===== config.mk =====
export PLATFORM = sky130hd
export DESIGN_NAME = ysyx_22040729_ifu
export DESIGN_NICKNAME = d
export VERILOG_FILES = /design/src/rtl/ysyx_22040729_ifu.sv
export SDC_FILE = /design/constraint.sdc
export NUM_CORES = 1
export LEC_CHECK = 0
export BUFFER_PORTS_ARGS = -buffer_cell sky130_fd_sc_hd__clkbuf_2
export CAP_MARGIN = 10
export CORE_MARGIN = 2
export CORE_UTILIZATION = 40
export CTS_CLUSTER_DIAMETER = 30
export CTS_CLUSTER_SIZE = 28
export DETAILED_ROUTE_END_ITERATION = 8
export GPL_TIMING_DRIVEN = 0
export MAX_ROUTING_LAYER = met4
export PLACE_DENSITY = 0.74
export SYNTH_ARGS = -nofsm -noshare
export SYNTH_HDL_FRONTEND = slang
export SYNTH_SLANG_ARGS = --single-unit

===== constraint.sdc =====
create_clock -name clk -period 6.5 [get_ports clk]
set_input_delay 0 -clock clk [delete_from_list [all_inputs] [get_ports clk]]
set_output_delay 0 -clock clk [all_outputs]
set_load 0.01 [all_outputs]

===== src/rtl/ysyx_22040729_ifu.sv =====
// Instruction fetch unit: keeps the PC, issues one fetch at a time to imem and
// hands each returned instruction, tagged with its PC, to decode.
module ysyx_22040729_ifu #(
  parameter int unsigned             ADDR_WIDTH = 64,
  parameter int unsigned             INST_WIDTH = 32,
  parameter logic [ADDR_WIDTH-1:0]   RESET_PC   = ADDR_WIDTH'(64'h8000_0000)
) (
  input  logic                  clk,
  input  logic                  rst,
  input  logic                  redirect_valid,
  input  logic [ADDR_WIDTH-1:0] redirect_pc,
  output logic                  imem_req_valid,
  input  logic                  imem_req_ready,
  output logic [ADDR_WIDTH-1:0] imem_req_addr,
  input  logic                  imem_rsp_valid,
  input  logic [INST_WIDTH-1:0] imem_rsp_data,
  output logic                  inst_valid,
  input  logic                  inst_ready,
  output logic [INST_WIDTH-1:0] inst_out,
  output logic [ADDR_WIDTH-1:0] inst_pc
);

  typedef enum logic [1:0] {
    S_REQ  = 2'd0,
    S_WAIT = 2'd1,
    S_HOLD = 2'd2
  } state_t;

  state_t                state;
  logic [ADDR_WIDTH-1:0] pc;
  logic                  drop;
  logic                  rst_q;
  logic                  req_fire;
  logic [ADDR_WIDTH-1:0] redirect_tgt;

  // Outputs come straight from flops; rst_q masks the request for the cycle after reset.
  assign imem_req_valid = (state == S_REQ) && !rst_q;
  assign imem_req_addr  = pc;
  assign inst_valid     = (state == S_HOLD);
  assign req_fire       = imem_req_valid && imem_req_ready;
  assign redirect_tgt   = redirect_pc & ~ADDR_WIDTH'(3);

  always_ff @(posedge clk) begin
    if (rst) begin
      pc       <= RESET_PC;
      state    <= S_REQ;
      drop     <= 1'b0;
      inst_out <= '0;
      inst_pc  <= '0;
      rst_q    <= 1'b1;
    end else begin
      rst_q <= 1'b0;
      unique case (state)
        S_REQ: begin
          if (redirect_valid) pc <= redirect_tgt;
          if (req_fire) begin
            state <= S_WAIT;
            // A fetch launched in the redirect cycle targets the old PC.
            drop  <= redirect_valid;
          end
        end
        S_WAIT: begin
          if (redirect_valid) begin
            pc <= redirect_tgt;
            if (imem_rsp_valid) begin
              state <= S_REQ;
              drop  <= 1'b0;
            end else begin
              drop  <= 1'b1;
            end
          end else if (imem_rsp_valid) begin
            if (drop) begin
              state <= S_REQ;
              drop  <= 1'b0;
            end else begin
              inst_out <= imem_rsp_data;
              inst_pc  <= pc;
              state    <= S_HOLD;
            end
          end
        end
        S_HOLD: begin
          if (redirect_valid) begin
            pc    <= redirect_tgt;
            state <= S_REQ;
          end else if (inst_ready) begin
            pc    <= pc + ADDR_WIDTH'(4);
            state <= S_REQ;
          end
        end
        default: state <= S_REQ;
      endcase
    end
  end

endmodule


==> results of run 1 <==
[path summary, 6_finish.rpt]
| kind | slack [ns] | cells past startpoint | end |
|---|---|---|---|
| setup / recovery | 3.49 | 7 | inst_pc[14] |
| hold / removal | 0.02 | 4 | state[1] |
| setup reg to reg | 3.49 | 7 | inst_pc[14] |
| hold reg to reg | 0.45 | 2 | inst_pc[45] |
[state kept, by name (all words and copies together), names as in the netlist]
signal / cells
imem_req_addr: 62
inst_out: 32
rst_q: 1
drop: 1
inst_pc: 62
state: 2
[repair_timing]
action,in CTS,in global routing
resized for setup,0,0
hold buffers,93,0
endpoints found under the hold margin,93,0
[placed cells by master (no fill, tap or decap), types with 6 or more instances in the layout]
master / synthesis / routed
nand2_1: 281 / 281
clkbuf_2: 0 / 257
dfxtp_1: 160 / 160
a21oi_1: 142 / 142
dlygate4sd3_1: 0 / 93
nor2_1: 59 / 59
clkbuf_1: 57 / 58
nand3_1: 34 / 34
o21ai_0: 32 / 32
nand4_1: 25 / 25
a22oi_1: 18 / 18
clkbuf_16: 0 / 17
and3_1: 13 / 13
a31oi_1: 13 / 13
nor3_1: 13 / 13
nor4_1: 12 / 12
a211oi_1: 11 / 11
o31ai_1: 11 / 11
a21o_1: 10 / 10
buf_2: 8 / 8
o22ai_1: 8 / 8
or3_1: 7 / 7
buf_1: 6 / 6
and2_1: 6 / 6
[power by group]
group          internal (µW)  switching [µW]  total (µW)
registers               1010            52.0        1060
logic                    125             150         275
clock network            625             449        1070
total                   1760             650        2410
[layer usage]
layer,up-vias,global-route usage,share of wire
met4,0,0.150,0.047
met5,-,-,0
li1,4363,-,-
met2,638,0.483,0.45
met3,114,0.0525,0.098
met1,4311,0.383,0.40
[tightest hold or removal path: cells and delay by family]
family | cells | cell delay (ns)
and+or+nand+nor | 1 | 0.09
buffers and inverters | 2 | 0.24
AOI/OAI and AO/OA | 1 | 0.06
[per-stage QoR]
stage | cell area [µm²] | util | std cells | total power, µW | setup WS, ns
2_1_floorplan | 7690 | - | 1024 | 1190 | 4.22
3_3_place_gp | 9270 | 0.494 | 1515 | 1300 | 3.76
3_5_place_dp | 9270 | 0.494 | 1515 | 1310 | 3.71
4_1_cts | 10800 | 0.577 | 1640 | 2410 | 3.70
5_1_grt | 10800 | 0.577 | 1640 | 2480 | 3.28
6_report | 10800 | 0.577 | 1640 | 2410 | 3.49
[final cells by class]
cell class,instances,area share
buffer,79,0.0321
clock buffer,19,0.0409
clock inverter,13,0.0164
inverter,4,0.00139
multi-input combinational,781,0.381
sequential,160,0.296
tap,234,0.0271
timing repair buffer,350,0.205
[logic make-up (layout without fill, tap and decap cells)]
logic type               count (synthesis)  after routing  share of synthesized area
adder cells (fa/ha/maj)                  1              1                    0.00163
flip-flops                             160            160                      0.417
AO/OA/AOI/OAI                          280            280                      0.220
multiplexers                             7              7                    0.00945
AND/OR/NAND/NOR                        489            489                      0.304
other                                    1              4                   0.000488
buffers and inverters                   83            465                     0.0472
==> metrics.md, run 1 <==
| Metric | Value |
|---|---|
| Buffers on Ports | roughly 260 |
| First-pass GRT wire length | 47.1 mm |
| Min cycle time layout | between 3 and 4 ns |
| Commonest cells in the netlist | 281 x nand2_1, 160 x dfxtp_1, 142 x a21oi_1 |
| IO Count | around 260 |
| Max Clk Rate | roughly 330 MHz |
| Hpwl dp | between 20 and 25 mm |
| TNS Setup | 0 ns |
| Worst R2R Start | state[0] |
| Req. time, crit path | about 6.8 ns |
| Critical-path top delay cell | clkbuf_1 |
| Top-count cell post-synth | nand2_1 |
| Slew HR | 0.423 |
| Status | completed |
| Crit path max fanout | 10 |
| Hold Slack | roughly 0.018 ns |
| MaxCap Viol Count | 0 |
| Total gr overflow | 0 |
| Initial antenna violation count | 0 |
| Fraction of registers with async set/reset | 0 |
| #FFs+latches synth | 160 |
| DRT iter0 DRCs | 1075 |
| Total Routing Usage GR | 0.307 |
| CTS Buf Count | 17 |
| Aggregate routed wire length | roughly 32 mm |
| Vias in the first global route | between 8000 and 9000 |
| TritonCTS clock tree | built |
| Drt first pass iters | 6 |
| Area of the multi-input gates | about 4100 µm² |
| Min-delay src | inst_ready |
| Post-synthesis sequential area ratio | 0.417 |
| Avg Vias per Cell | 5.75 |
| Crit. End Element | flip-flop |
| Final GP Congestion | 0.968 |
| CTS sink cnt | between 150 and 200 |
| Crit-path cells | clkbuf_1 -> nand2_1 -> nor4_1 -> clkbuf_1 -> buf_1 -> nand2_1 -> a21oi_1 |
| Nets | 1496 |
| Synth Flop Type | dfxtp_1 |
| Worst hold path class | in -> reg |
| RSZ-0062 raised after global routing | false |
| Mean post-synth cell area | approximately 7.5 µm² |
| Worst skew pair latency | between 0.4 and 0.5 ns |
| Crit. Startpoint | state[0] |
| Fraction of layout cells with a size suffix above 1 | 0.234 |
| Yosys Warn Count | 0 |
| H-tree depth | 4 |
| CTS clk-pin slew, worst paths | 0.07 ns |
| Overall die height | approximately 140 µm |
| Hold Violations, Final | 0 |
| Largest net degree at the start of global routing | 17 |
| Vias | roughly 9400 |
| Crit start category | flip-flop |
| Number of routed nets with antenna violations | 0 |
| Max Root-Sink Buffers | 2 |
| Leakage | roughly 0.0044 µW |
| Final setup fails | 0 |
| Tcrit/Tclk final | 0.463 |
| Routed wire per std cell | ~19 µm |
| Post-synth cell types | 63 |
| Worst-Margin Slew | approximately 0.87 ns |
| Critical path arrival | about 3.4 ns |
| Reg area | about 3200 µm² |
| Die W | ~140 µm |
| Die ar. | 20300 µm² |
| Crit Path Class | reg -> reg |
| Post-Syn Area | just under 8000 µm² |
| Main area contributors after synthesis | dfxtp_1 42%, nand2_1 14%, a21oi_1 9.3%, nor2_1 2.9%, clkbuf_1 2.8% |
| Core Box Area | 18800 µm² |
| Worst Skew | between 0.008 and 0.009 ns |
| VDD IR max | between 0.15 and 0.2 mV |
| CTS root buf | clkbuf_16 |
| N_diodes | 0 |
| Synth area leader | dfxtp_1 |
| Setup bufs post-CTS | 0 |
| Core Rows | 50 |
| Post-synth EDFFs | 0 |
| Residual DRC | 0 |
| Pwr dens | between 200 and 250 nW/µm² |
| CP max stage delay | roughly 0.66 ns |
| Starting Density | 0.409 |
| Worst path bufs/invs | 3 |
| Post-Syn Instances | ~1000 |
| P&R area growth vs syn | 40.9% |
| Top-area cell type share of the netlist area | 0.417 |
| Fill count | around 1700 |
| Max-slew violations | 0 |
| Top Family by Delay on Critical Path | buffers and inverters |
Power figures use the tool's default switching activity.
==> inputs of run 2 (changes only) <==
Clock period 6.5 ns to 2.85 ns, I/O delays scaled along.
==> run 2 against run 1 <==
Compared with the run above:
- sequential share of layout area is essentially flat
- wire length up 0.31%
- power rose by 130%
- critical path depth decreased by 1
- first-iteration DRC count is 0.19% higher
- core utilization is 0.093 points higher
- count of clock-buffer cells in the layout unchanged
- critical path type unchanged
- largest power group unchanged
==> metrics.md, run 2 (same netlist as run 1, synthesis figures left out) <==
| Metric | Value |
|---|---|
| Largest net degree at the start of global routing | 17 (unchanged) |
| NetSw | 1490 µW (+130%) |
| Final GP Congestion | 0.968 (unchanged) |
| H-tree depth | 4 (unchanged) |
| Clock Power Share | 0.445 (about the same) |
| Tcrit/Tclk final | 0.976 (+0.513) |
| Critical path arrival | 3.13 ns (-0.22 ns) |
| Reg area | 3200 µm² (unchanged) |
| Worst-Margin Slew | 0.891 ns (+0.0256 ns) |
| Crit start category | flip-flop |
| TNS Setup | 0 ns (unchanged) |
| RSZ-0062 raised after global routing | false |
| Fill count | 1731 (-0.12%) |
| Setup bufs post-CTS | 0 (unchanged) |
| Leakage | 0.00445 µW (+0.65%) |
| Starting Density | 0.409 (unchanged) |
| CTS root buf | clkbuf_16 |
| Status | completed |
| Routed wire per std cell | 19.3 µm (+0.31%) |
| Most frequent cells in the layout | 281 x nand2_1, 261 x clkbuf_2, 160 x dfxtp_1 |
| Max-slew violations | 0 (unchanged) |
| Worst Skew | 0.00852 ns (-0.000214 ns) |
| Avg Vias per Cell | 5.78 (+0.49%) |
| Pwr dens | 508 nW/µm² (+130%) |
| Final setup fails | 0 (unchanged) |
| Crit Path Class | reg -> reg |
| Slew HR | 0.406 (-0.0171) |
| MaxCap Viol Count | 0 (unchanged) |
| Crit path max fanout | 9 (-1) |
| Placed Cells | 1515 (unchanged) |
| N_diodes | 0 (unchanged) |
| Worst skew pair latency | 0.43 ns (about the same) |
| Req. time, crit path | 3.20 ns (-3.64 ns) |
| Buffers on Ports | 257 (unchanged) |
| P&R area growth vs syn | 41.1% |
| Min cycle time layout | 2.78 ns (-0.229 ns) |
| CTS clk-pin slew, worst paths | 0.07 ns (about the same) |
| Core Rows | 50 (unchanged) |
| Logic gate share of total power | 0.114 (about the same) |
| Vias | 9472 (+0.49%) |
| Fraction of layout cells with a size suffix above 1 | 0.238 (+0.00356) |
| Hpwl dp | 21.9 mm (unchanged) |
| Aggregate routed wire length | 31.6 mm (+0.31%) |
| Die W | 143 µm (unchanged) |
| Sw Share | 0.270 (+0.000681) |
| Total Routing Usage GR | 0.307 (unchanged) |
| IO Count | 264 (unchanged) |
| Residual DRC | 0 (unchanged) |
| Area of the multi-input gates | 4140 µm² (+0.30%) |
| First-pass GRT wire length | 47.1 mm (unchanged) |
| CTS Buf Count | 17 (unchanged) |
| Hold Violations, Final | 0 (unchanged) |
| Seq pwr share | 0.441 (about the same) |
| TritonCTS clock tree | built |
| Die ar. | 20300 µm² (unchanged) |
| Max Root-Sink Buffers | 2 (unchanged) |
| CTS sink cnt | 160 (unchanged) |
| Most common cell after layout, fill and taps aside | nand2_1 |
| Core Box Area | 18800 µm² (unchanged) |
| Nets | 1496 (unchanged) |
| Initial antenna violation count | 0 (unchanged) |
| Worst hold path class | in -> reg |
| Drt first pass iters | 6 (unchanged) |
| P_int | 4020 µW (+130%) |
| Total gr overflow | 0 (unchanged) |
| VDD IR max | 0.421 mV (+140%) |
| Non-filler cells, final | 1640 (unchanged) |
| Total chip power | 5510 µW (+130%) |
| Overall die height | 143 µm (unchanged) |
| Max Clk Rate | 360 MHz (+8.2%) |
| DRT iter0 DRCs | 1077 (+0.19%) |
| Number of routed nets with antenna violations | 0 (unchanged) |
| Vias in the first global route | 8652 (unchanged) |
| Crit. End Element | flip-flop |
## run 2: path summary, 6_finish.rpt
check,cells past startpoint,to,slack [ns],start
worst max-delay path,6,imem_req_addr[29],0.07,imem_req_addr[2]
worst min register to register,2,inst_pc[45],0.46,inst_pc[45]
worst min-delay path,4,imem_req_addr[15],0.002,redirect_pc[15]
worst max register to register,6,imem_req_addr[29],0.07,imem_req_addr[2]
## run 2: metrics by stage
stage | instance area (µm²) | utilization | worst slack [ns] | hold slack [ns]
2_1_floorplan | 7690 | - | 0.568 | 0.0277
3_3_place_gp | 9270 | 0.494 | 0.111 | 0.177
3_5_place_dp | 9270 | 0.494 | 0.0580 | 0.177
4_1_cts | 10800 | 0.577 | 0.0479 | 0.000649
5_1_grt | 10800 | 0.578 | 0.0273 | 0.00502
6_report | 10800 | 0.578 | 0.0697 | 0.00160
## run 2: timing repair
item,4_1_cts,5_1_grt
gates resized for setup,0,10
hold buffers,93,0
endpoints found under the setup margin,0,74
hold endpoints to repair,93,0
## run 2: final cells by class
cell class / count / share of cell area
multi-input cells: 781 / 0.382
flip-flops and latches: 160 / 0.295
repair buffers: 350 / 0.205
clock buffers: 19 / 0.0409
plain buffers: 79 / 0.0325
well taps: 234 / 0.0270
clock inverters: 13 / 0.0164
inverters: 4 / 0.00139
## run 2: power by group through the flow
stage          combinational, µW  sequential (µW)  clock, µW
6_report                     628             2430       2450
5_1_grt                      674             2430       2550
4_1_cts                      613             2420       2460
3_5_place_dp                 509             2470          0
3_3_place_gp                 506             2470          0
2_1_floorplan                241             2470          0
## run 2: critical path, stage by stage (launching register included)
cell,delay [ns]
dfxtp_1,0.51
nand4_1,0.34
nor3_2,0.68
nand3_1,0.35
or4_1,0.50
a21o_1,0.19
a21oi_1,0.12
## run 2: layer usage
| metal | part of all wire | up-vias | wire length [µm] | global-route usage |
|---|---|---|---|---|
| li1 | - | 4365 | - | - |
| met1 | 0.40 | 4322 | 12600 | 0.383 |
| met2 | 0.46 | 665 | 14400 | 0.483 |
| met3 | 0.10 | 120 | 3210 | 0.0525 |
| met4 | 0.044 | 0 | 1390 | 0.150 |
| met5 | 0 | - | 0 | - |
